`config.mk`:
```
export PLATFORM = sky130hd
export DESIGN_NAME = countdown_timer
export DESIGN_NICKNAME = d
export VERILOG_FILES = /design/src/rtl/countdown_timer.sv
export SDC_FILE = /design/constraint.sdc
export NUM_CORES = 1
export LEC_CHECK = 0
export CAP_MARGIN = 5
export CORE_MARGIN = 2
export CORE_UTILIZATION = 30
export CTS_CLUSTER_DIAMETER = 120
export DETAILED_ROUTE_END_ITERATION = 16
export MAX_ROUTING_LAYER = met4
export SLEW_MARGIN = 20
export SYNTH_ARGS = -nofsm -noshare
export SYNTH_HDL_FRONTEND = slang
export SYNTH_SLANG_ARGS = --single-unit
```
`constraint.sdc`:
```
create_clock -name clk_i -period 3 [get_ports clk_i]
set_input_delay 0.45 -clock clk_i [delete_from_list [all_inputs] [get_ports clk_i]]
set_output_delay 0.45 -clock clk_i [all_outputs]
set_load 0.005 [all_outputs]
```
`src/rtl/countdown_timer.sv`:
```
`default_nettype none
// ============================================================================
//  Module      : countdown_timer
//  Description : Loadable down-counter with one-shot or auto-reload operation.
//                A load moves the timer into RUN; each enabled RUN cycle
//                decrements the count until it reaches LOWER, at which point
//                the timer expires (registered done pulse + sticky expired).
//  Revision    : 1.0 - initial release
// ----------------------------------------------------------------------------
//  Ports
//    clk_i          : clock, all state changes on rising edge
//    rst_i          : synchronous reset, active low
//    ena_i          : count enable (one decrement per enabled RUN cycle)
//    load_valid_i   : load request
//    load_value_i   : requested start count (clamped to UPPER)
//    load_ready_o   : high when a load can be accepted (IDLE / EXPIRED)
//    abort_i        : cancel an active countdown
//    expired_clr_i  : clear the sticky expired flag
//    value_o        : current count register
//    busy_o         : high while in RUN
//    done_o         : single-cycle registered expiry pulse
//    expired_o      : sticky registered expiry flag
// ============================================================================
module countdown_timer #(
  parameter  int LOWER      = 0,
  parameter  int UPPER      = 255,
  parameter  int PERIODIC   = 0,
  parameter  int INIT_VALUE = UPPER,
  localparam int WIDTH      = (UPPER < 2) ? 1 : $clog2(UPPER + 1)
) (
  input  logic             clk_i,
  input  logic             rst_i,
  input  logic             ena_i,
  input  logic             load_valid_i,
  input  logic [WIDTH-1:0] load_value_i,
  output logic             load_ready_o,
  input  logic             abort_i,
  input  logic             expired_clr_i,
  output logic [WIDTH-1:0] value_o,
  output logic             busy_o,
  output logic             done_o,
  output logic             expired_o
);

  localparam logic [WIDTH-1:0] C_LOWER = WIDTH'(LOWER);
  localparam logic [WIDTH-1:0] C_UPPER = WIDTH'(UPPER);
  localparam logic [WIDTH-1:0] C_INIT  = WIDTH'(INIT_VALUE);

  generate
    if (UPPER <= LOWER) begin : g_bad_params
      $error("countdown_timer: UPPER must be greater than LOWER");
    end
  endgenerate

  typedef enum logic [1:0] {
    S_IDLE    = 2'd0,
    S_RUN     = 2'd1,
    S_EXPIRED = 2'd2
  } state_e;

  state_e           state_q,   state_d;
  logic [WIDTH-1:0] count_q,   count_d;
  logic [WIDTH-1:0] reload_q,  reload_d;
  logic             done_q,    done_d;
  logic             expired_q, expired_d;

  logic [WIDTH-1:0] load_clamped;

  assign load_clamped = (load_value_i > C_UPPER) ? C_UPPER : load_value_i;

  // Ready is forced low during reset so no handshake completes while the
  // block is being initialised.
  assign load_ready_o = rst_i && (state_q != S_RUN);
  assign value_o      = count_q;
  assign busy_o       = (state_q == S_RUN);
  assign done_o       = done_q;
  assign expired_o    = expired_q;

  always_ff @(posedge clk_i) begin
    if (!rst_i) begin
      state_q   <= S_IDLE;
      count_q   <= C_INIT;
      reload_q  <= C_INIT;
      done_q    <= 1'b0;
      expired_q <= 1'b0;
    end else begin
      state_q   <= state_d;
      count_q   <= count_d;
      reload_q  <= reload_d;
      done_q    <= done_d;
      expired_q <= expired_d;
    end
  end

  always_comb begin
    state_d   = state_q;
    count_d   = count_q;
    reload_d  = reload_q;
    done_d    = 1'b0;
    // A set below overrides this clear when both happen together.
    expired_d = expired_q & ~expired_clr_i;

    case (state_q)
      S_IDLE, S_EXPIRED: begin
        if (load_valid_i) begin
          count_d  = load_clamped;
          reload_d = load_clamped;
          state_d  = S_RUN;
        end
      end
      S_RUN: begin
        if (abort_i) begin
          state_d = S_IDLE;
        end else if (ena_i) begin
          // "<=" so that a start value loaded below LOWER expires at once
          // instead of wrapping.
          if (count_q <= C_LOWER) begin
            done_d    = 1'b1;
            expired_d = 1'b1;
            if (PERIODIC != 0) begin
              count_d = reload_q;
            end else begin
              state_d = S_EXPIRED;
            end
          end else begin
            count_d = count_q - 1'b1;
          end
        end
      end
      default: begin
        state_d = S_IDLE;
      end
    endcase
  end

endmodule
`default_nettype wire

```
==> run_results.csv <==
group,metric,value,unit
cts,cts_tree,"done",
cts,cts-root-buf,"clkbuf_4",
placed_design,gp_congestion,0.781,
setup_path,crit_chain,"nand2b_1 -> inv_2 -> nor2_1 -> clkdlybuf4s50_1",
timing,tns,0,ns
timing,max_slew.worst_pin.slew,0.429,ns
cts,clkLatencyLatePin,0.27,ns
synth,synth_fp_nets,104,
pwr,leakage,0.387,nW
synth,synth.top_cells.by_area,"dfxtp_1 33%, a32oi_1 7.2%, nor2_1 5.7%, ha_1 3.4%, o21ai_1 3.4%",
layout,fillers,256,
detailed_routing,drc_errors,0,
setup_path,cp-start-kind,"flop",
detailed_routing,via_count,763,
setup_path,crit_fanout,18,
synth,synthFlopType,"dfxtp_1",
detailed_routing,ant_nets,0,
detailed_routing,first_pass_iters,4,
setup_path,worstPathRequired,2.55,ns
setup_path,crit_path_top_delay_cell,"clkdlybuf4s50_1",
timing,skew,0.00205,ns
timing,final_hold_viol_count,0,
floorplanning,initial_utilization,0.323,
synth,ys_async_sr_fraction,0,
cts,htree_levels,1,
global_routing,antenna_found_initial,0,
detailed_routing,drt_iter0_drc,15,
timing,slew_headroom,0.714,
synth,synth-edff-count,0,
layout,diodes,0,
detailed_routing,wl,1.98,mm
timing,setup_violations,0,
synth,syn_inst,88,
synth,yosys_warnings,0,
setup_path,cp-end-kind,"output pin",
floorplanning,die_h,53.3,um
synth,yosysSeqAreaShare,0.330,
timing,final.period_utilization,0.783,
timing,drv_slew,0,
timing,finalCriticalPeriod,2.35,ns
synth,yosys.area.top_type,"dfxtp_1",
floorplanning,die_x,53.3,um
layout,final_cell_mix,"25 x clkdlybuf4s50_1, 12 x dfxtp_1, 11 x nor2_1",
cts,clock_path_buffers,2,
pwr,ir_drop,202,uV
global_routing,track_usage,0.164,
setup_path,critPathArrivalTime,1.90,ns
setup_path,critPathMaxStageDelay,0.53,ns
detailed_routing,avgViaCountPerCell,5.41,
layout,layout-drive-gt1-share,0.124,
placed_design,port_buffers,25,
synth,ys_types,39,
floorplanning,core-area,0.00225,mm2
status,status,"completed",
global_routing,grt_max_degree,19,
synth,avgSynthCellArea,8.27,um2
run,drv_cap,0,
layout,nets,131,
detailed_routing,wl_per_cell,14.0,um
floorplanning,dieArea,0.00284,mm2
setup_path,rrSetupSlack,0.98,ns
timing,fmax,426,MHz
global_routing,grt_pass1_wl,3.26,mm
setup_path,worstSetupPathType,"reg -> out",
timing,rsz0062_at_grt,"no",
synth,synth_area,728,um2
cts,clkTransAtPathRegs,0.08,ns
synth,ys_seq_elements,12,
global_routing,overflow,0,
worst_hold_path,hp-class,"reg -> reg",
floorplanning,row_count,17,
floorplanning,io_pins,26,
placed_design,dpl.hpwl,1.46,mm
cts,hold_buffers,0,
layout,area_growth_syn_to_layout,40.2,%
layout,final_common_cell,"clkdlybuf4s50_1",
cts,numClockSinks,12,
synth,synth.top_cell.area_share,0.330,
cts,post_cts_buffers,0,
global_routing,grt_pass1_vias,720,
pwr,powerDensity,372,mW/mm2
cts,cts_buffers,3,
timing,timing.hold.ws,0.464,ns
cts,cts_resized,0,
routing by layer:
metal	up-vias	part of all wire	global-route usage
li1	382	-	-
met3	5	0.074	0.0339
met1	351	0.48	0.206
met5	-	0	-
met2	25	0.43	0.251
met4	0	0.017	0.0769
cells in the mapped netlist (all sizes together), types with 2 or more instances:
| cell | count |
|---|---|
| a21oi | 2 |
| a32oi | 6 |
| buf | 5 |
| dfxtp | 12 |
| ha | 2 |
| inv | 6 |
| nand2 | 6 |
| nand4 | 2 |
| nor2 | 11 |
| o21ai | 8 |
| o22ai | 3 |
| or3 | 3 |
| or4 | 2 |
report_power, final:
group	switching (W)	internal, W	total [W]
Clock	0.0000548	0.0000465	0.000101
Combinational	0.0000414	0.0000539	0.0000953
Sequential	0.0000142	0.000169	0.000183
Total	0.000110	0.000269	0.000379
cell type report:
class	instances	area [um2]	share of cell area
inverter	7	26.3	0.0257
sequential	12	240	0.235
clock buffer	3	22.5	0.0221
timing repair buffer	28	273	0.267
tap	28	35.0	0.0343
multi-input combinational	63	424	0.415
through the flow:
| step | power, W | std cells | setup WS, ns | area [um2] | util |
|---|---|---|---|---|---|
| 2_1_floorplan | 0.000234 | 88 | 1.27 | 728 | - |
| 3_3_place_gp | 0.000280 | 138 | 0.878 | 998 | 0.443 |
| 3_5_place_dp | 0.000282 | 138 | 0.841 | 998 | 0.443 |
| 4_1_cts | 0.000381 | 141 | 0.652 | 1020 | 0.453 |
| 5_1_grt | 0.000406 | 141 | 0.516 | 1020 | 0.453 |
| 6_report | 0.000379 | 141 | 0.652 | 1020 | 0.453 |
worst max-delay path, delay by kind of cell (launching register included):
kind,cells,cell delay (ns)
buf+inv,2,0.77
simple gates,2,0.53
flops,1,0.33
registers in the layout, indices dropped and copies added, names as in the netlist:
signal     flops
done_o         1
expired_o      1
state_q        2
value_o        8
cells by family (layout without fill, tap and decap cells):
| family | Yosys count | count (layout) | share of synthesized area |
|---|---|---|---|
| simple gates | 31 | 31 | 0.241 |
| compound gates | 30 | 30 | 0.308 |
| buf+inv | 13 | 38 | 0.0876 |
| flops | 12 | 12 | 0.330 |
| fa+ha+maj | 2 | 2 | 0.0344 |
final timing paths:
kind               from            to  cells past startpoint
max          state_q[1]  load_ready_o                      4
min           expired_o     expired_o                      2
max reg2reg  value_o[0]    value_o[4]                      7
min reg2reg   expired_o     expired_o                      2
Note: power is estimated with default switching activity, not from simulation.
==> RTL edit (same flow settings) <==
Encoding of `state_e`: now one-hot (3 bits for 3 states).
--- a/src/rtl/countdown_timer.sv
+++ b/src/rtl/countdown_timer.sv
@@ -54,6 +54,6 @@
 
-  typedef enum logic [1:0] {
-    S_IDLE    = 2'd0,
-    S_RUN     = 2'd1,
-    S_EXPIRED = 2'd2
+  typedef enum logic [2:0] {
+    S_IDLE    = 3'b001,
+    S_RUN     = 3'b010,
+    S_EXPIRED = 3'b100
   } state_e;
Behaviour: no difference found for any inputs over 10 cycles, from zero or initial values and one cycle with rst_i low; not proved beyond that.
==> RTL edit against the unedited design <==
- cell area is 12% higher
- critical path depth is 1 lower
- sequential power is 9.8% higher
- wire length is 14% higher
- critical path type unchanged
- sequential cell count is 1 higher
- synthesized area is 14% higher
- via count is 19% higher
- worst hold slack better by 0.017 ns
- power is 9.2% higher
- sequential share of layout area is 0.72 points lower
- setup slack worse by 0.28 ns
- combinational power is 6% higher
- core utilization is 2.8 points lower
- critical endpoint is now busy_o
==> RTL edit: results (changes against the unedited design) <==
Yosys
  – Avg Synthesized Cell Area: 8.05 um^2 (was 8.27 um^2)
  – Synth Area in Compound Gates: 30.2% (was 30.8%)
  – Async set or reset register ratio after synthesis: 0% (unchanged)
  – Xor and xnor fraction of the mapped netlist area: 1.06% (was 0%)
  – Sequential cell area fraction in the yosys report: 31.4% (was 33.0%)
  – Netlist cell types: 40 (was 39)
  – Synth area leaders: dfxtp_1, nor2_1, o21ai_0 (was dfxtp_1, a32oi_1, nor2_1)
  – Synth Area in Adders: 3.02% (was 3.44%)
  – Post-synthesis mux area share: 1.36% (was 0%)
  – Primary FF master, synth: dfxtp_1 (unchanged)
  – Synth top cells by count: nor2_1, dfxtp_1, nand2_1, o21ai_0, a21oi_1 (was dfxtp_1, nor2_1, a32oi_1, nand2_1, o21ai_1)
  – Post-Syn Nets: 119 (was 104)
  – YS warnings: 0 (unchanged)

STA
  – Setup Skew: 0.0128 ns (was 0.00205 ns)
  – Max Fclk: 0.381 GHz (was 0.426 GHz)
  – Relative max-transition margin: 57.4% (was 71.4%)

Power and ir drop
  – Peak supply drop: 0.182 mV (was 0.202 mV)
  – Static leakage: 0.425 nW (was 0.387 nW)
  – Switching Share: 29.5% (was 29.1%)

Place
  – PortBufs: 25 (unchanged)
  – DP Wirelength: 1.68 mm (was 1.46 mm)
  – Placer Congestion: 0.840 (was 0.781)

Drt
  – DR iter-0 viols: 25 (was 15)
  – Wirelength per Cell: 14.0 um (about the same)
  – Via count: 906 (was 763)

Finish
  – Layout cell share with drive strength beyond 1: 8.46% (was 12.4%)
  – Layout Nets: 147 (was 131)
  – N_diodes: 0 (unchanged)
  – Final Non-Filler Cells: 161 (was 141)

Global routing
  – First-pass GRT wire length: 3.88 mm (was 3.26 mm)
  – GR Util All Layers: 15.3% (was 16.4%)
  – Vias in the first global route: 851 (was 720)
  – Largest net degree at the start of global routing: 25 (was 19)

Clock tree
  – CTS Buf Count: 3 (unchanged)
  – Root buffer cell: clkbuf_4 (unchanged)
  – # resized after CTS: 0 (unchanged)
  – Clock insertion delay at the later pin of the skew report: 0.28 ns
  – H-tree levels: 1 (unchanged)
  – Clock buffer depth: 2 (unchanged)

Status
  – Status: completed (unchanged)

Setup path
  – Max incr delay on CP: 0.57 ns (was 0.53 ns)
  – CP Data Arrival Time: 2.18 ns (was 1.90 ns)
  – Worst Path Max Fanout: 24 (was 18)
  – Worst path slowest cell: clkdlybuf4s50_1 (unchanged)
[RTL edit: worst min-delay path: cells and delay by family, from the launching register on]
kind	cells	cell delay, ns
AO/OA/AOI/OAI	1	0.06
flip-flops	1	0.32
AND/OR/NAND/NOR	1	0.07
[RTL edit: per-layer routing]
layer	up-vias	global-route usage [%]	part of all wire (%)
li1	449	-	-
met1	433	21.2	48
met2	24	22.9	48
met3	0	2.76	4.4
met4	0	3.74	0
met5	-	-	0
[RTL edit: power by group through the flow]
stage	Sequential [mW]	Clock [mW]	Combinational [mW]
after floorplan	0.201	0	0.0490
after global placement	0.204	0	0.0997
after detailed placement	0.205	0	0.0998
after CTS	0.201	0.116	0.101
after global routing	0.203	0.123	0.110
final	0.201	0.113	0.101
[RTL edit: final timing paths]
check	from	slack, ns	endpoint	depth (start not counted)
setup / recovery	state_q[1]$_SDFFE_PN0P_	0.37	busy_o	3
hold / removal	expired_o$_SDFF_PN0_	0.48	expired_o$_SDFF_PN0_	2
setup reg to reg	state_q[0]$_SDFFE_PN1P_	0.84	value_o[3]$_SDFFE_PN1P_	5
hold reg to reg	expired_o$_SDFF_PN0_	0.48	expired_o$_SDFF_PN0_	2
[RTL edit: cell type report]
class / count / area (um^2)
multi-input cells: 82 / 536
clock buffers: 4 / 26.3
flip-flops and latches: 13 / 260
inverters: 4 / 15.0
fillers: 288 / 1550
well taps: 31 / 38.8
repair buffers: 27 / 265
[RTL edit: stage by stage]
stage	hold slack [ns]	total power, mW	util (%)	instance area [um^2]	worst slack [ns]
floorplan	0.466	0.250	-	830	1.35
global placement	0.464	0.304	41.5	1110	0.710
detailed placement	0.473	0.305	41.5	1110	0.679
CTS	0.484	0.418	42.5	1140	0.371
global route	0.505	0.437	42.5	1140	0.253
finish	0.480	0.414	42.5	1140	0.373
